$ cat config.mk
export PLATFORM = sky130hd
export DESIGN_NAME = unary_array_ctrl
export DESIGN_NICKNAME = d
export VERILOG_FILES = /design/src/rtl/unary_ctrl_pkg.sv /design/src/rtl/unary_skew_line.sv /design/src/rtl/unary_array_ctrl.sv
export SDC_FILE = /design/constraint.sdc
export NUM_CORES = 1
export LEC_CHECK = 0
export CORE_MARGIN = 2
export CORE_UTILIZATION = 39
export DETAILED_ROUTE_END_ITERATION = 7
export SLEW_MARGIN = 15
export SYNTH_ARGS = -nofsm -noshare
export SYNTH_HDL_FRONTEND = slang
export SYNTH_SLANG_ARGS = --single-unit
$ cat constraint.sdc
create_clock -name clk -period 4.3 [get_ports clk]
set_clock_uncertainty 0.15 [all_clocks]
set_input_delay 0.645 -clock clk [delete_from_list [all_inputs] [get_ports clk]]
set_output_delay 0.645 -clock clk [all_outputs]
set_load 0.02 [all_outputs]
$ cat src/rtl/unary_ctrl_pkg.sv
// rtl/unary_ctrl_pkg.sv - shared state encoding and default widths for the unary array controller
package unary_ctrl_pkg;

  typedef enum logic [2:0] {
    IDLE  = 3'd0,
    CLEAR = 3'd1,
    RUN   = 3'd2,
    DRAIN = 3'd3,
    DONE  = 3'd4
  } state_t;

  localparam int DEF_ROWS   = 4;
  localparam int DEF_CWIDTH = 8;
  localparam int DEF_KWIDTH = 8;

endpackage

$ cat src/rtl/unary_skew_line.sv
// rtl/unary_skew_line.sv - per-row delay line for {clr,en,last}; row r lags the base by r cycles
module unary_skew_line #(
  parameter int ROWS = 4
) (
  input  logic            clk,
  input  logic            rst_n,
  input  logic            flush,
  input  logic [2:0]      base,
  output logic [ROWS-1:0] clr_row,
  output logic [ROWS-1:0] en_row,
  output logic [ROWS-1:0] last_row
);

  for (genvar r = 0; r < ROWS; r++) begin : g_row
    logic [2:0] q;

    // Row 0 taps the already-registered base directly, so it adds no delay.
    if (r == 0) begin : g_head
      assign q = base;
    end else begin : g_tap
      always_ff @(posedge clk or negedge rst_n) begin
        if (!rst_n) begin
          q <= 3'b000;
        end else if (flush) begin
          q <= 3'b000;
        end else begin
          q <= g_row[r-1].q;
        end
      end
    end

    assign clr_row[r]  = q[2];
    assign en_row[r]   = q[1];
    assign last_row[r] = q[0];
  end

endmodule

$ cat src/rtl/unary_array_ctrl.sv
// rtl/unary_array_ctrl.sv - tile sequencer: clear, run K vectors of len cycles, drain skew, signal done
module unary_array_ctrl
  import unary_ctrl_pkg::*;
#(
  parameter int ROWS   = DEF_ROWS,
  parameter int CWIDTH = DEF_CWIDTH,
  parameter int KWIDTH = DEF_KWIDTH
) (
  input  logic              clk,
  input  logic              rst_n,
  input  logic              start,
  input  logic              abort,
  input  logic [CWIDTH-1:0] cfg_cycles,
  input  logic [KWIDTH-1:0] cfg_depth,
  input  logic              in_valid,
  output logic              busy,
  output logic              done,
  output logic [ROWS-1:0]   clr_row,
  output logic [ROWS-1:0]   en_row,
  output logic [ROWS-1:0]   last_row
);

  localparam int              DW         = $clog2(ROWS) + 1;
  localparam logic [DW-1:0]   DRAIN_LAST = DW'((ROWS > 1) ? ROWS - 2 : 0);
  localparam bit              HAS_DRAIN  = (ROWS > 1);

  state_t            state;
  logic [CWIDTH-1:0] len;
  logic [CWIDTH-1:0] cyc_cnt;
  logic [KWIDTH-1:0] depth;
  logic [KWIDTH-1:0] vec_cnt;
  logic [DW-1:0]     drain_cnt;
  logic              clr_base;
  logic              en_base;
  logic              last_base;
  logic              flush;
  logic              issue;
  logic              cyc_last;

  assign flush = abort && (state != IDLE);

  // Bases are registered, so the enable for the next cycle is scheduled one edge ahead.
  assign issue = in_valid &&
                 (((state == CLEAR) && (depth != '0)) ||
                  ((state == RUN) && (vec_cnt != depth)));
  assign cyc_last = (cyc_cnt == len - 1'b1);

  always_ff @(posedge clk or negedge rst_n) begin
    if (!rst_n) begin
      state     <= IDLE;
      len       <= '0;
      depth     <= '0;
      cyc_cnt   <= '0;
      vec_cnt   <= '0;
      drain_cnt <= '0;
      clr_base  <= 1'b0;
      en_base   <= 1'b0;
      last_base <= 1'b0;
      busy      <= 1'b0;
      done      <= 1'b0;
    end else begin
      clr_base  <= 1'b0;
      en_base   <= 1'b0;
      last_base <= 1'b0;
      done      <= 1'b0;
      if (flush) begin
        state     <= IDLE;
        busy      <= 1'b0;
        cyc_cnt   <= '0;
        vec_cnt   <= '0;
        drain_cnt <= '0;
      end else begin
        case (state)
          IDLE: begin
            if (start && !abort) begin
              len      <= (cfg_cycles == '0) ? CWIDTH'(1) : cfg_cycles;
              depth    <= cfg_depth;
              cyc_cnt  <= '0;
              vec_cnt  <= '0;
              clr_base <= 1'b1;
              busy     <= 1'b1;
              state    <= CLEAR;
            end
          end
          CLEAR, RUN: begin
            if ((state == CLEAR) ? (depth != '0) : (vec_cnt != depth)) begin
              state <= RUN;
            end else if (HAS_DRAIN) begin
              drain_cnt <= '0;
              state     <= DRAIN;
            end else begin
              done  <= 1'b1;
              state <= DONE;
            end
          end
          DRAIN: begin
            if (drain_cnt == DRAIN_LAST) begin
              done  <= 1'b1;
              state <= DONE;
            end else begin
              drain_cnt <= drain_cnt + 1'b1;
            end
          end
          DONE: begin
            busy  <= 1'b0;
            state <= IDLE;
          end
          default: begin
            busy  <= 1'b0;
            state <= IDLE;
          end
        endcase

        if (issue) begin
          en_base   <= 1'b1;
          last_base <= cyc_last;
          if (cyc_last) begin
            cyc_cnt <= '0;
            vec_cnt <= vec_cnt + 1'b1;
          end else begin
            cyc_cnt <= cyc_cnt + 1'b1;
          end
        end
      end
    end
  end

  unary_skew_line #(
    .ROWS(ROWS)
  ) u_skew (
    .clk     (clk),
    .rst_n   (rst_n),
    .flush   (flush),
    .base    ({clr_base, en_base, last_base}),
    .clr_row (clr_row),
    .en_row  (en_row),
    .last_row(last_row)
  );

endmodule

==> results of run 1 <==
==> where the power goes <==
part | switching (uW) | internal (uW) | leakage, uW
Clock | 165 | 172 | 0.0000541
Sequential | 159 | 614 | 0.000687
Combinational | 381 | 279 | 0.000677
==> worst min-delay path by stage <==
stage                                     from              endpoint  slack (ps)  cells after the start
after global routing                     rst_n              depth[0]         170                      1
after CTS                                rst_n              depth[0]         140                      1
after global placement    u_skew.g_row[1].q[2]  u_skew.g_row[2].q[2]         310                      1
after detailed placement  u_skew.g_row[1].q[2]  u_skew.g_row[2].q[2]         320                      1
final                                    rst_n              depth[0]         130                      1
after floorplan                          rst_n                  busy         200                      0
==> layer usage <==
layer,track usage,up-vias,share of wire
met4,0.0413,0,0.010
met2,0.257,42,0.46
met1,0.232,1076,0.49
met5,0,-,0
li1,-,1111,-
met3,0.0280,6,0.044
==> through the flow <==
step                setup slack [ps]  total power (uW)  std cells  cell area, um^2
floorplan                       1820              1240        303             2810
global placement                1060              1430        416             3190
detailed placement               971              1450        416             3190
CTS                             1300              1790        424             3300
global route                    1080              1900        424             3300
finish                          1290              1770        424             3300
==> cell usage after synthesis, drive strengths merged, types with 2 or more instances <==
master / number
a211o: 4
a21o: 3
a21oi: 10
a311oi: 2
and2: 12
and3: 5
buf: 7
clkbuf: 13
dfrtp: 52
ha: 5
inv: 11
nand2: 50
nand2b: 10
nand3: 17
nand4: 6
nor2: 13
nor2b: 5
nor3: 5
nor4: 8
o211a: 2
o211ai: 10
o21ai: 8
o22a: 2
o31a: 3
o31ai: 2
or4: 3
xnor2: 13
xor2: 4
==> cell type report <==
type                    count  area share
multi-input cells         220       0.414
flip-flops and latches     52       0.395
repair buffers             37       0.109
well taps                  96      0.0364
clock buffers               5      0.0209
clock inverters             3      0.0129
inverters                  11      0.0125
==> cells by family (layout without fill, tap and decap cells) <==
group	Yosys count	count (layout)	share of synthesized area
compound gates	58	58	0.150
xor+xnor	17	17	0.0531
fa+ha+maj	5	5	0.0223
buf+inv	31	56	0.0513
flops	52	52	0.464
simple gates	140	140	0.259
==> registers in the layout (all words and copies together), names as in the netlist <==
| register | count |
|---|---|
| vec_cnt | 8 |
| state | 3 |
| en_base | 1 |
| done | 1 |
| cyc_cnt | 8 |
| len | 8 |
| last_base | 1 |
| clr_base | 1 |
| busy | 1 |
| drain_cnt | 3 |
| u_skew.g_row.q | 9 |
| depth | 8 |
==> out/results.tsv, run 1 <==
stage	metric	value	unit
setup_path	critical path depth in cells	8	
synthesis	number of synthesized register bits	52	
cts	cts hold-fix bufs	0	
finish	leading cell type in the layout, fill and taps excluded	dfrtp_1	
global_routing	initial antenna violation count	0	
placement	dpl hpwl	4.16	mm
sta	fmax	333	MHz
setup_path	Worst R2R Setup Slack	1560	ps
setup_path	Critical Path End	cyc_cnt[6]	
setup_path	Critical Path Sink Type	register	
route	Vias	2235	
setup_path	WP data required	4340	ps
setup_path	critical path fanouts, max	21	
cts	Setup Buffers After CTS	0	
status	outcome	complete, no violations	
route	1st-pass router iterations	4	
cts	CTS H-tree depth	2	
floorplanning	num rows	30	
synthesis	FFs w/ async S/R, synth	1.00	
sta	Slew headroom	0.386	
synthesis	Cell variety after synth	51	
global_routing	gr ovfl total	0	
setup_path	Critical path buffers and inverters	2	
sta	Slew Viols, Final	0	
setup_path	CP dominant cell by count	nor2_1	
pwr	PwrDens	537	nW/um^2
placement	input/output buffers	34	
cts	Clock Latency Late Sink	310	ps
setup_path	crit-path cells	clkdlybuf4s50_1 > nor2_1 > nand3_1 > inv_1 > nor2_1 > a311oi_1 > xnor2_1 > nor2_1	
cts	CTS resizes	0	
global_routing	first-pass GRT wire length	10.0	mm
finish	Register Area	1300	um^2
finish	Final nets	353	
synthesis	Main synth FF type	dfrtp_1	
finish	commonest non-fill, non-tap cells in the layout	dfrtp_1, nand2_1, clkdlybuf4s50_1	
pwr	Leakage	0.00142	uW
route	wire length per cell	13.9	um
finish	multi-input logic area	1370	um^2
finish	# diodes	0	
setup_path	Slowest cell on crit path	clkdlybuf4s50_1	
finish	fin util	0.480	
synthesis	Avg Cell Area, Syn	9.26	um^2
cts	Inserted Clock Buffers	5	
setup_path	delay-heaviest family, CP	buffers and inverters	
sta	RSZ-0062 raised after global routing	false	
route	Detail Route Antenna Nets	0	
synthesis	Mapped Cells	303	
finish	layout cells sized above 1	0.0518	
synthesis	share of the synthesized area in the top cell type	0.464	
synthesis	Post-Syn Area	2810	um^2
cts	Sink Count	52	
route	DRC	0	
setup_path	worst flop-to-flop path endpoint	vec_cnt[2]	
setup_path	Critical Path AT	3050	ps
synthesis	Post-synth EDFFs	0	
synthesis	Synth area leaders	dfrtp_1, nand2_1, xnor2_1	
job	MaxCap Viol Count	0	
synthesis	Yosys warning count	0	
cts	Clock Path Buffers	2	
synthesis	post-synth net total	329	
cts	Worst-path clk slew	90	ps
worst_hold_path	HP Class	in2async	
setup_path	critical path startpoint	abort	
finish	synth-to-layout area growth	17.5	%
sta	crit share post-route	0.699	
global_routing	overall global routing resource usage	0.162	
global_routing	vias in the first global route	2108	
sta	Final setup viols	0	
sta	Post-Route Setup TNS	0	ps
pwr	VDD IR max	225	uV
floorplanning	Starting Density	0.408	
placement	GPL Wtd Cong	0.845	
route	initial detailed-routing violation count	126	
cts	TritonCTS clock tree	built	
sta	final worst path period need	3010	ps
sta	Worst-Margin Slew	921	ps
setup_path	r2r worst-path depth	9	
floorplanning	Die Ht	88.8	um
floorplanning	die area	7890	um^2
synthesis	sequential area share after synthesis	0.464	
setup_path	Worst path max stage delay	570	ps
finish	# fillers	661	
route	routed wire length	5.91	mm
floorplanning	die width	88.8	um
sta	Final Hold Violating Endpoints	0	
floorplanning	core area	6870	um^2
sta	Min Hold Slack	129	ps
route	Vias/cell	5.27	
setup_path	Setup crit start kind	input pin	
global_routing	largest net degree at the start of global routing	33	
cts	CTS root buf	clkbuf_8	
setup_path	RR Startpoint	len[0]	
synthesis	largest area contributor in the synthesized netlist	dfrtp_1	
floorplanning	I/O pin count	35	
setup_path	Setup CP Type	in2reg	
Power figures use the tool's default switching activity.
==> run 2, diff against run 1 <==
Clock period 4.3 ns to 2.55 ns, I/O delays scaled along.
==> out/results.tsv, run 2 (synthesized netlist as in run 1, its figures left out) <==
stage	metric	value	unit
route	Detail Route Antenna Nets	0	
setup_path	WP data required	2600	ps
global_routing	overall global routing resource usage	0.167	
cts	CTS root buf	clkbuf_8	
finish	leading cell type in the layout, fill and taps excluded	dfrtp_1	
global_routing	gr ovfl total	0	
placement	dpl ws	22.9	ps
finish	fin util	0.498	
floorplanning	die width	88.8	um
pwr	Reg power frac	0.402	
cts	Sink Count	52	
sta	fmax	397	MHz
cts	Inserted Clock Buffers	5	
route	DRC	0	
route	wire length per cell	13.4	um
sta	Final setup viols	0	
placement	input/output buffers	34	
cts	Clock Latency Late Sink	310	ps
pwr	Leakage	0.00150	uW
route	initial detailed-routing violation count	127	
sta	crit share post-route	0.988	
sta	RSZ-0062 raised after global routing	true	
setup_path	critical path fanouts, max	23	
floorplanning	core area	6870	um^2
finish	number of flip-flops in the largest register	9	
cts	Clock Path Buffers	2	
finish	synth-to-layout area growth	22.0	%
sta	Worst-Margin Slew	643	ps
sta	slack of the critical path	29.8	ps
finish	Final nets	366	
setup_path	worst flop-to-flop path endpoint	vec_cnt[2]	
sta	Post-Route Setup TNS	0	ps
setup_path	Setup crit start kind	register	
setup_path	Critical Path AT	2570	ps
finish	layout cells sized above 1	0.0880	
global_routing	vias in the first global route	2123	
finish	commonest non-fill, non-tap cells in the layout	dfrtp_1, nand2_1, clkdlybuf4s50_1	
pwr	VDD IR max	391	uV
placement	dpl hpwl	4.16	mm
cts	TritonCTS clock tree	built	
sta	Final Hold Violating Endpoints	0	
global_routing	largest net degree at the start of global routing	53	
sta	Slew headroom	0.571	
finish	Reg with most FFs	u_skew.g_row.q	
worst_hold_path	HP Class	in2async	
job	MaxCap Viol Count	0	
pwr	Logic pwr share	0.405	
route	Vias	2254	
pwr	Clk pwr share	0.193	
setup_path	Worst R2R Setup Slack	30	ps
pwr	PwrDens	920	nW/um^2
global_routing	first-pass GRT wire length	10.2	mm
floorplanning	Starting Density	0.408	
route	routed wire length	5.88	mm
setup_path	Critical Path Sink Type	register	
floorplanning	Die Ht	88.8	um
setup_path	r2r worst-path depth	8	
sta	Min Hold Slack	26.0	ps
finish	# diodes	0	
cts	CTS H-tree depth	2	
floorplanning	I/O pin count	35	
pwr	Pint	1930	uW
setup_path	RR Startpoint	len[0]	
floorplanning	die area	7890	um^2
global_routing	initial antenna violation count	0	
pwr	total net switching power	1220	uW
status	outcome	complete, no violations	
placement	GPL Wtd Cong	0.765	
setup_path	Setup CP Type	reg2reg	
floorplanning	num rows	30	
pwr	Net Sw Frac	0.387	
cts	Setup Buffers After CTS	0	
cts	Worst-path clk slew	100	ps
sta	final worst path period need	2520	ps
route	Vias/cell	5.16	
route	1st-pass router iterations	4	
setup_path	critical path startpoint	len[0]	
sta	Slew Viols, Final	0	
## run 2: cell types whose count changed in the layout (fill, tap and decap cells not counted), sizes merged
cell	change
clkinvlp	-1
clkbuf	+1
buf	+13
## run 2: power groups by stage
stage	combinational, uW	sequential (uW)	clock, uW
floorplan	821	1280	0
global placement	1250	1270	0
detailed placement	1280	1280	0
CTS	1280	1260	628
global route	1430	1300	664
finish	1280	1260	608
## run 2: timing repair
action	4_1_cts	5_1_grt
gates resized for setup	0	3
hold buffers	0	0
setup endpoints to repair	0	5
## run 2: layer usage
metal | part of all wire | global-route usage | routed length [um]
met4 | 0.019 | 0.0689 | 111
met3 | 0.023 | 0.0224 | 138
met2 | 0.47 | 0.256 | 2740
met5 | 0 | 0 | 0
met1 | 0.49 | 0.238 | 2880
## run 2: area by class of cell
type | count | area, um^2
Multi-Input combinational cell | 220 | 1370
Inverter | 11 | 41.3
Sequential cell | 52 | 1300
Clock buffer | 6 | 82.6
Timing Repair Buffer | 50 | 472
Clock inverter | 2 | 38.8
Fill cell | 653 | 3450
Tap cell | 96 | 120
## run 2: stage by stage
step                std cells  power, uW  instance area (um^2)
global route              437       3400                  3420
detailed placement        429       2560                  3290
floorplan                 303       2100                  2810
finish                    437       3150                  3420
CTS                       437       3170                  3410
global placement          429       2530                  3290
## run 2: worst max path at each step
stage                       to  cells past startpoint  slack, ps
floorplan           vec_cnt[3]                     10         70
global placement    vec_cnt[2]                      9         70
detailed placement  vec_cnt[2]                      9         20
CTS                 vec_cnt[2]                      9         10
global route        vec_cnt[2]                      8        -60
finish              vec_cnt[2]                      8         30
## run 2: worst max-delay path: stages, from the launching register on
cell and delay, ps:
dfrtp_1 390, buf_4 150, nor4_4 360, nand4_1 140, a211o_1 300, a311o_1 300
buf_12 170, o211a_1 220, o31a_1 230
